$ cat src/rtl/ps2_host_tx_if.sv
// Signal bundle between the game controller, the PS/2 pads and the host transmitter.
// "slave" is the transmitter's view; "master" is the controller/pad side.
interface ps2_host_tx_if;
    logic       wr_ps2;
    logic [7:0] din;
    logic       ps2c_in;
    logic       ps2d_in;
    logic       ps2c_oe;
    logic       ps2d_oe;
    logic       tx_idle;
    logic       tx_done;
    logic       tx_err;

    modport master (
        output wr_ps2, din, ps2c_in, ps2d_in,
        input  ps2c_oe, ps2d_oe, tx_idle, tx_done, tx_err
    );

    modport slave (
        input  wr_ps2, din, ps2c_in, ps2d_in,
        output ps2c_oe, ps2d_oe, tx_idle, tx_done, tx_err
    );
endinterface

$ cat src/rtl/ps2_host_tx.sv
// Host-to-device PS/2 transmitter: request-to-send, 11-bit frame clocked by the
// device, ACK check, watchdog. Lines are driven as active-high pull-low enables.
module ps2_host_tx #(
    parameter int INHIBIT_CYCLES = 5000,
    parameter int TIMEOUT_CYCLES = 1000000,
    parameter int FILTER_LEN     = 8
) (
    input  logic         clk,
    input  logic         reset,
    ps2_host_tx_if.slave bus
);
    localparam int INH_W = $clog2(INHIBIT_CYCLES + 1);
    localparam int WD_W  = $clog2(TIMEOUT_CYCLES + 1);

    localparam logic [2:0] IDLE    = 3'd0;
    localparam logic [2:0] RTS     = 3'd1;
    localparam logic [2:0] START   = 3'd2;
    localparam logic [2:0] DATA    = 3'd3;
    localparam logic [2:0] STOP    = 3'd4;
    localparam logic [2:0] RECOVER = 3'd5;

    function automatic logic odd_parity(input logic [7:0] d);
        return ~^d;
    endfunction

    logic                  ps2c_p0, ps2c_p1, ps2d_p0, ps2d_p1;
    logic [FILTER_LEN-1:0] filt_p2;
    logic                  filt_clk, fall;

    logic [2:0]       state;
    logic [8:0]       shreg;
    logic [INH_W-1:0] inh_cnt;
    logic [WD_W-1:0]  wd_cnt;
    logic [3:0]       bit_cnt;
    logic             ack_ok;
    logic             ps2c_oe_r, ps2d_oe_r, tx_idle_r, tx_done_r, tx_err_r;

    // Stage p0/p1: synchronisers; stage p2: clock glitch filter and fall detect
    always_ff @(posedge clk or negedge reset) begin
        if (!reset) begin
            ps2c_p0  <= 1'b0;
            ps2c_p1  <= 1'b0;
            ps2d_p0  <= 1'b0;
            ps2d_p1  <= 1'b0;
            filt_p2  <= '0;
            filt_clk <= 1'b0;
            fall     <= 1'b0;
        end else begin
            ps2c_p0  <= bus.ps2c_in;
            ps2c_p1  <= ps2c_p0;
            ps2d_p0  <= bus.ps2d_in;
            ps2d_p1  <= ps2d_p0;
            filt_p2  <= {filt_p2[FILTER_LEN-2:0], ps2c_p1};
            if (&filt_p2)
                filt_clk <= 1'b1;
            else if (~|filt_p2)
                filt_clk <= 1'b0;
            fall     <= filt_clk & ~|filt_p2;
        end
    end

    // Transmit sequencer; all outputs registered alongside the state
    always_ff @(posedge clk or negedge reset) begin
        if (!reset) begin
            state     <= IDLE;
            shreg     <= '0;
            inh_cnt   <= '0;
            wd_cnt    <= '0;
            bit_cnt   <= '0;
            ack_ok    <= 1'b0;
            ps2c_oe_r <= 1'b0;
            ps2d_oe_r <= 1'b0;
            tx_idle_r <= 1'b1;
            tx_done_r <= 1'b0;
            tx_err_r  <= 1'b0;
        end else begin
            tx_done_r <= 1'b0;
            tx_err_r  <= 1'b0;
            case (state)
                IDLE: begin
                    if (bus.wr_ps2) begin
                        shreg     <= {odd_parity(bus.din), bus.din};
                        inh_cnt   <= INH_W'(INHIBIT_CYCLES - 1);
                        state     <= RTS;
                        ps2c_oe_r <= 1'b1;
                        ps2d_oe_r <= 1'b0;
                        tx_idle_r <= 1'b0;
                    end
                end
                RTS: begin
                    if (inh_cnt == '0) begin
                        state     <= START;
                        wd_cnt    <= '0;
                        ps2c_oe_r <= 1'b0;
                        ps2d_oe_r <= 1'b1;
                    end else begin
                        inh_cnt <= inh_cnt - 1'b1;
                    end
                end
                START, DATA, STOP, RECOVER: begin
                    // Watchdog wins over a fall arriving in the same cycle
                    if (wd_cnt == WD_W'(TIMEOUT_CYCLES - 1)) begin
                        state     <= IDLE;
                        ps2c_oe_r <= 1'b0;
                        ps2d_oe_r <= 1'b0;
                        tx_idle_r <= 1'b1;
                        tx_err_r  <= 1'b1;
                    end else begin
                        wd_cnt <= wd_cnt + 1'b1;
                        case (state)
                            START: begin
                                if (fall) begin
                                    state     <= DATA;
                                    bit_cnt   <= '0;
                                    ps2d_oe_r <= ~shreg[0];
                                end
                            end
                            DATA: begin
                                if (fall) begin
                                    if (bit_cnt == 4'd8) begin
                                        ps2d_oe_r <= 1'b0;
                                        state     <= STOP;
                                    end else begin
                                        shreg     <= shreg >> 1;
                                        bit_cnt   <= bit_cnt + 4'd1;
                                        ps2d_oe_r <= ~shreg[1];
                                    end
                                end
                            end
                            STOP: begin
                                if (fall) begin
                                    ack_ok <= ~ps2d_p1;
                                    state  <= RECOVER;
                                end
                            end
                            RECOVER: begin
                                if (filt_clk && ps2d_p1) begin
                                    state     <= IDLE;
                                    tx_idle_r <= 1'b1;
                                    tx_done_r <= ack_ok;
                                    tx_err_r  <= ~ack_ok;
                                end
                            end
                            default: begin
                            end
                        endcase
                    end
                end
                default: begin
                    state     <= IDLE;
                    ps2c_oe_r <= 1'b0;
                    ps2d_oe_r <= 1'b0;
                    tx_idle_r <= 1'b1;
                end
            endcase
        end
    end

    assign bus.ps2c_oe = ps2c_oe_r;
    assign bus.ps2d_oe = ps2d_oe_r;
    assign bus.tx_idle = tx_idle_r;
    assign bus.tx_done = tx_done_r;
    assign bus.tx_err  = tx_err_r;
endmodule
$ cat src/flat_wrapper.sv
// flat-port wrapper written by rule: the top's interface ports become plain ports
module ps2_host_tx_flat 
#(
    parameter int INHIBIT_CYCLES = 5000,
    parameter int TIMEOUT_CYCLES = 1000000,
    parameter int FILTER_LEN     = 8
)
  (clk, reset, bus_wr_ps2, bus_din, bus_ps2c_in, bus_ps2d_in, bus_ps2c_oe, bus_ps2d_oe, bus_tx_idle, bus_tx_done, bus_tx_err);
  ps2_host_tx_if bus_i ();
  input  logic clk;
  input  logic reset;
  input wire logic [$bits(bus_i.wr_ps2)-1:0] bus_wr_ps2;
  input wire logic [$bits(bus_i.din)-1:0] bus_din;
  input wire logic [$bits(bus_i.ps2c_in)-1:0] bus_ps2c_in;
  input wire logic [$bits(bus_i.ps2d_in)-1:0] bus_ps2d_in;
  output wire logic [$bits(bus_i.ps2c_oe)-1:0] bus_ps2c_oe;
  output wire logic [$bits(bus_i.ps2d_oe)-1:0] bus_ps2d_oe;
  output wire logic [$bits(bus_i.tx_idle)-1:0] bus_tx_idle;
  output wire logic [$bits(bus_i.tx_done)-1:0] bus_tx_done;
  output wire logic [$bits(bus_i.tx_err)-1:0] bus_tx_err;
  assign bus_i.wr_ps2 = bus_wr_ps2;
  assign bus_i.din = bus_din;
  assign bus_i.ps2c_in = bus_ps2c_in;
  assign bus_i.ps2d_in = bus_ps2d_in;
  assign bus_ps2c_oe = bus_i.ps2c_oe;
  assign bus_ps2d_oe = bus_i.ps2d_oe;
  assign bus_tx_idle = bus_i.tx_idle;
  assign bus_tx_done = bus_i.tx_done;
  assign bus_tx_err = bus_i.tx_err;
  ps2_host_tx #(.INHIBIT_CYCLES(INHIBIT_CYCLES), .TIMEOUT_CYCLES(TIMEOUT_CYCLES), .FILTER_LEN(FILTER_LEN)) u_core (.clk(clk), .reset(reset), .bus(bus_i));
endmodule
$ cat config.mk
export PLATFORM = sky130hd
export DESIGN_NAME = ps2_host_tx_flat
export DESIGN_NICKNAME = d
export VERILOG_FILES = /design/src/rtl/ps2_host_tx_if.sv /design/src/rtl/ps2_host_tx.sv /design/src/flat_wrapper.sv
export SDC_FILE = /design/constraint.sdc
export NUM_CORES = 1
export LEC_CHECK = 0
export ABC_AREA = 0
export BUFFER_PORTS_ARGS = -buffer_cell sky130_fd_sc_hd__buf_2
export CAP_MARGIN = 20
export CORE_UTILIZATION = 63
export CTS_BUF_LIST = sky130_fd_sc_hd__clkbuf_4 sky130_fd_sc_hd__clkbuf_8
export CTS_CLUSTER_DIAMETER = 150
export DETAILED_ROUTE_END_ITERATION = 7
export PLACE_DENSITY = 0.82
export SLEW_MARGIN = 10
export SYNTH_ARGS = -nofsm -noshare
export SYNTH_HDL_FRONTEND = slang
export SYNTH_SLANG_ARGS = --single-unit
$ cat constraint.sdc
create_clock -name clk -period 2.8 [get_ports clk]
set_clock_uncertainty 0.1 [all_clocks]
set_input_delay 0.28 -clock clk [delete_from_list [all_inputs] [get_ports clk]]
set_output_delay 0.28 -clock clk [all_outputs]
set_load 0.01 [all_outputs]
==> results of run 1 <==
timing repair:
item | 4_1_cts | 5_1_grt
setup endpoints to repair | 0 | 0
hold buffers | 3 | 0
setup buffers | 0 | 0
endpoints found under the hold margin | 33 | 0
power breakdown:
group	leakage (µW)	internal (µW)	total [µW]	switching, µW
combinational	0.000785	31.3	70.5	39.2
clock	0.0000931	357	742	385
sequential	0.000837	1010	1020	11.5
total	0.00171	1400	1840	436
layer usage:
layer	vias up	wire [µm]	global-route usage (%)
met2	66	3581	45.04
met3	20	261	5.176
li1	1338	-	-
met4	0	205	14.72
met1	1351	3325	36.10
met5	-	0	0
sequential cells by signal (all words and copies together), names as in the netlist, 3 cells and up:
register        count
u_core.wd_cnt      20
u_core.inh_cnt     13
u_core.shreg        9
u_core.filt_p2      8
u_core.bit_cnt      4
u_core.state        3
cell families after synthesis:
group | after synthesis | synth area share [%]
AO/OA/AOI/OAI | 64 | 12.03
XOR/XNOR | 19 | 4.610
adder cells (fa/ha/maj) | 5 | 1.733
buffers and inverters | 29 | 3.570
flip-flops | 69 | 47.87
multiplexers | 20 | 5.962
AND/OR/NAND/NOR | 153 | 24.23
cells in the final DEF (no fill, tap or decap), types with 2 or more instances in the layout:
cell type / synthesis / layout
dfrtp_1: 68 / 68
nand2_1: 46 / 46
nor2_1: 20 / 20
a21oi_1: 19 / 19
xnor2_1: 17 / 17
buf_2: 4 / 17
inv_1: 15 / 15
nor3_1: 13 / 13
mux2_2: 12 / 12
o21ai_0: 11 / 11
clkbuf_8: 0 / 10
nand3_1: 8 / 8
nand4_1: 8 / 8
or4_1: 8 / 8
mux2i_1: 8 / 8
nor4_1: 7 / 7
and3_1: 7 / 7
o31ai_1: 6 / 6
buf_4: 0 / 6
ha_1: 5 / 5
nand2b_1: 4 / 4
or4_4: 3 / 3
a22o_1: 3 / 3
or3_1: 3 / 3
a21o_1: 3 / 3
o211ai_1: 3 / 3
a31oi_1: 3 / 3
dlygate4sd3_1: 0 / 3
nor2b_1: 2 / 2
nand4b_1: 2 / 2
nor4_4: 2 / 2
o22ai_1: 2 / 2
xor2_1: 2 / 2
and2_1: 2 / 2
o311ai_2: 2 / 2
and4_1: 2 / 2
clkinv_2: 0 / 2
critical path, delay by kind of cell, from the launching register on:
family	cells	cell delay, ns
fa+ha+maj	1	0.13
flops	1	0.41
compound gates	3	0.71
simple gates	1	0.54
mux	1	0.35
buf+inv	1	0.09
worst max path at each step:
stage,startpoint,endpoint,slack (ns)
final,u_core.inh_cnt[0]$_DFFE_PN0P_,u_core.bus.ps2d_oe$_DFFE_PN0P_,0.34
after global routing,u_core.inh_cnt[0]$_DFFE_PN0P_,u_core.inh_cnt[8]$_DFFE_PN0P_,0.23
after CTS,u_core.inh_cnt[0]$_DFFE_PN0P_,u_core.bus.ps2d_oe$_DFFE_PN0P_,0.35
after detailed placement,u_core.inh_cnt[0]$_DFFE_PN0P_,u_core.wd_cnt[0]$_DFFE_PN0P_,0.39
after global placement,u_core.inh_cnt[0]$_DFFE_PN0P_,u_core.wd_cnt[0]$_DFFE_PN0P_,0.45
after floorplan,u_core.wd_cnt[8]$_DFFE_PN0P_,u_core.bus.ps2d_oe$_DFFE_PN0P_,0.53
cells in the mapped netlist, drive strengths merged, types with 10 or more instances:
library cell / count
nor2: 21
nand2: 48
inv: 15
nor3: 13
xnor2: 17
a21oi: 19
o21ai: 13
dfrtp: 68
or4: 12
nor4: 10
mux2: 12
layout make-up:
cell class	instances	area [µm²]	share of cell area, %
timing repair buffer	27	180.2	4.518
tap	72	90.09	2.259
clock buffer	11	145.1	3.640
clock inverter	5	35.03	0.8786
multi-input combinational	261	1753	43.96
inverter	15	56.30	1.412
sequential	69	1728	43.33
metrics by stage:
step / power, µW / hold WS (ns) / util (%)
2_1_floorplan: 1070 / -0.1156 / -
3_3_place_gp: 1108 / 0.2312 / 68.60
3_5_place_dp: 1111 / 0.2378 / 68.60
4_1_cts: 1843 / 0.1722 / 72.42
5_1_grt: 1898 / 0.1875 / 72.42
6_report: 1836 / 0.1781 / 72.42
==> impl_metrics.yaml, run 1 <==
status:
  status: "finished clean"
worst_hold_path:
  hold_start: "bus_din[6]"
  whs_path_depth: 4
  hold_end: "u_core.shreg[6]$_DFFE_PN0P_"
  min_path_type: "input pin to register"
detailed_routing:
  first_pass_iters: 4
  num_vias: 2775
  viasPerCell: 6.033
  wl_per_cell_um: 16.03
  drtIter0Drc: 194
  ant_nets: 0
  finalWirelength_mm: 7.373
  drc: 0
cts:
  cts_tree: "yes"
  htreeDepth: 3
  cts.sinks: 69
  numCtsBuffers: 9
  cts_max_path_buffers: 2
  clk_pin_slew_ns: 0.08
  cts_root_buf: "clkbuf_8"
  cts_resized: 0
  clock_latency_ns: 0.34
synth:
  synth_seq_cells: 69
  synth.area.top_cells: "dfrtp_1 (47%), nand2_1 (4.8%), xnor2_1 (4.1%)"
  synth_nets: 377
  syn_avg_cell_area_um2: 10.05
  ys_seq_area_share_pct: 47.87
  synth_cells: 359
  syn_area_mm2: 0.003610
  synth_edf_count: 0
  yosysTopAreaCellShare_pct: 47.14
  synth_area_leader_cell: "dfrtp_1"
  synth_ff_type: "dfrtp_1"
  synth-async-reset-ratio_pct: 100.0
  ys_warn_count: 0
  ys_types: 65
grt:
  grt_max_degree: 38
  antenna_found_initial: 0
  track_usage_pct: 28.00
  grt_pass1_vias: 2833
  overflow: 0
  grt_pass1_wl_mm: 13.07
timing:
  max-slew-margin-rel_pct: 50.82
  finalCritPeriodShare_pct: 87.91
  max_freq_mhz: 406.3
  final-max-slew-violation-count: 0
  hold_viol_final: 0
  worst_slew_pin_slew_ns: 0.7377
  rsz0062_at_grt: "false"
  setup_ws_ns: 0.3386
  finalCriticalPeriod_ns: 2.461
  finalSetupTns_ns: 0
  finalSetupViolCount: 0
layout:
  nets: 401
  fin_cells: 460
  nFillCells: 387
  area_growth_pct: 10.47
  finish.instance_area_mm2: 0.003988
  drive_gt1_share_pct: 19.07
  diodes: 0
worst_setup_path:
  crit_path_top_delay_cell: "or4b_1"
  cpPeakStageDelay_ns: 0.54
  r2r-end: "u_core.bus.ps2d_oe$_DFFE_PN0P_"
  crit_type: "register to register"
  rrSetupSlack_ns: 0.34
  regToRegStartpoint: "u_core.inh_cnt[0]$_DFFE_PN0P_"
  endpoint_kind: "register"
  cp.required_ns: 2.93
  setup.worst_path.start_class: "register"
  path_max_fanout: 6
  r2r_cells: 7
  crit_chain: "inv_1 -> ha_1 -> or4b_1 -> o31a_1 -> a21o_1 -> a21oi_1 -> mux2_2"
  cp.arrival_ns: 2.59
placement:
  dp.cells: 441
  hpwlAfterDp_mm: 5.064
  gp_congestion: 0.8397
  numPortBuffers: 17
  placed_cell_area_mm2: 0.003777
  pre_cts_slack_ns: 0.3891
power_and_ir_drop:
  p_leak_uw: 0.001714
  irDropWorstVdd_mv: 0.3417
  p_per_area_mw_per_mm2: 460.5
floorplan:
  core_area_mm2: 0.005507
  ios: 18
  die_area_mm2: 0.006037
  die_x_um: 77.70
  die_y_um: 77.70
  rows: 27
  initial_core_util_pct: 65.55
job:
  cap_viol_max_count: 0
(Power assumes the default switching activity.)
==> run 2: changes to the inputs <==
- PLACE_DENSITY: 0.82 -> 0.9
==> run 2 against run 1 <==
Fmax increased by 0.45%. Sequential share of layout area decreased by 0.15 points. Worst setup slack improved by 0.011 ns. Non-clock buffer count increased by 1. Largest cell class unchanged. Largest power group unchanged. Highest routed layer unchanged.
==> impl_metrics.yaml, run 2 (synthesized netlist as in run 1, its figures left out) <==
cts:
  cts_root_buf: "clkbuf_8"
  cts_resized: 0
  cts_tree: "yes"
  numCtsBuffers: 9
  clk_pin_slew_ns: 0.07
  htreeDepth: 3
  postCtsHoldBufs: 3
  cts.sinks: 69
  cts_max_path_buffers: 2
  cts_setup_buffers: 0
  clock_latency_ns: 0.36
placement:
  hpwlAfterDp_mm: 5.406
  gp_congestion: 0.8742
  numPortBuffers: 17
  dp.cells: 442
worst_setup_path:
  cp.required_ns: 2.94
  cpPeakStageDelay_ns: 0.54
  crit_path_top_delay_cell: "or4b_1"
  crit_chain: "inv_1 -> ha_1 -> or4b_1 -> o31a_1 -> a21o_1 -> a21oi_1 -> mux2_2"
  critPathTopFamily: "compound AO/OA/AOI/OAI gates"
  crit_type: "register to register"
  path_max_fanout: 6
  crit_buf_inv: 1
  cp.arrival_ns: 2.59
  endpoint_kind: "register"
  setup.worst_path.start_class: "register"
timing:
  hold_viol_final: 0
  finalCriticalPeriod_ns: 2.450
  max-slew-margin-rel_pct: 58.95
  max_freq_mhz: 408.1
  finalSetupViolCount: 0
  finalCritPeriodShare_pct: 87.51
  worst_slew_pin_slew_ns: 0.6148
  finalSetupTns_ns: 0
  rsz0062_at_grt: "false"
  final-max-slew-violation-count: 0
layout:
  largest_reg_flops: 20
  nets: 402
  area_growth_pct: 10.85
  top_regs: "u_core.wd_cnt: 20 flops, u_core.inh_cnt: 13 flops, u_core.shreg: 9 flops"
  drive_gt1_share_pct: 19.07
  register_area_mm2: 0.001728
  top_register: "u_core.wd_cnt"
  final_cell_mix: "dfrtp_1 (68), nand2_1 (46), nor2_1 (20)"
  utilization_pct: 72.67
  multi_input_area_mm2: 0.001753
  fin_cells: 460
  nFillCells: 365
  diodes: 0
  layout_commonest_cell: "dfrtp_1"
detailed_routing:
  first_pass_iters: 5
  drtIter0Drc: 329
  finalWirelength_mm: 7.873
  drc: 0
  ant_nets: 0
  wl_per_cell_um: 17.12
  viasPerCell: 6.209
  num_vias: 2856
status:
  status: "finished clean"
power_and_ir_drop:
  irDropWorstVdd_mv: 0.4381
  p_per_area_mw_per_mm2: 482.5
  p_leak_uw: 0.001723
floorplan:
  core_area_mm2: 0.005507
  die_y_um: 77.70
  rows: 27
  ios: 18
  initial_core_util_pct: 65.55
  die_area_mm2: 0.006037
  die_x_um: 77.70
grt:
  grt_max_degree: 29
  antenna_found_initial: 0
  grt_pass1_vias: 2802
  overflow: 0
  grt_pass1_wl_mm: 13.18
  track_usage_pct: 28.64
worst_hold_path:
  min_path_type: "input pin to register"
job:
  cap_viol_max_count: 0
[run 2: changes by cell type in the layout (fill, tap and decap cells not counted), sizes merged]
| cell | delta |
|---|---|
| inv | -1 |
| bufinv | +1 |
| clkinv | -1 |
| buf | +1 |
[run 2: worst paths after layout]
check | startpoint | end | slack (ns) | cells past startpoint
worst max-delay path | u_core.inh_cnt[0]$_DFFE_PN0P_ | u_core.bus.ps2d_oe$_DFFE_PN0P_ | 0.35 | 7
worst min-delay path | bus_din[4] | u_core.shreg[4]$_DFFE_PN0P_ | 0.18 | 4
min in group asynchronous | reset | u_core.filt_p2[6]$_DFF_PN0_ | 0.37 | 2
max in group asynchronous | reset | u_core.wd_cnt[0]$_DFFE_PN0P_ | 1.49 | 3
worst min register to register | u_core.ps2c_p0$_DFF_PN0_ | u_core.ps2c_p1$_DFF_PN0_ | 0.25 | 0
worst max register to register | u_core.inh_cnt[0]$_DFFE_PN0P_ | u_core.bus.ps2d_oe$_DFFE_PN0P_ | 0.35 | 7
[run 2: metrics by stage]
stage	setup WS [ns]	power, µW	area [µm²]	hold WS [ns]
floorplan	0.5289	1070	3610	-0.1156
global placement	0.4681	1106	3772	0.2141
detailed placement	0.3828	1114	3772	0.2199
CTS	0.3578	1937	4001	0.1738
global route	0.2425	1980	4001	0.1877
finish	0.3497	1931	4001	0.1759
[run 2: cell type report]
| class | instances | share of cell area (%) |
|---|---|---|
| clock buffers | 11 | 3.784 |
| repair buffers | 28 | 4.378 |
| inverters | 15 | 1.407 |
| flip-flops and latches | 69 | 43.18 |
| well taps | 72 | 2.251 |
| clock inverters | 4 | 1.188 |
| multi-input cells | 261 | 43.81 |
[run 2: per-layer routing]
metal | wire, µm | vias to the layer above | part of all wire (%) | GRT usage, %
met5 | 0 | - | 0 | 0
met4 | 144 | 0 | 1.8 | 11.13
met3 | 466 | 14 | 5.9 | 6.706
met2 | 3980 | 115 | 51 | 47.61
met1 | 3282 | 1381 | 42 | 36.26
li1 | - | 1346 | - | -
[run 2: report_power, final]
part           switching, µW  total (µW)  internal (µW)
sequential              12.1        1020           1010
combinational           43.1        73.3           30.3
clock                    381         833            452
[run 2: tightest hold or removal path, cell delays in order]
cell	delay, ns
buf_2	0.09
nand2_1	0.05
nand2_1	0.05
mux2_2	0.13
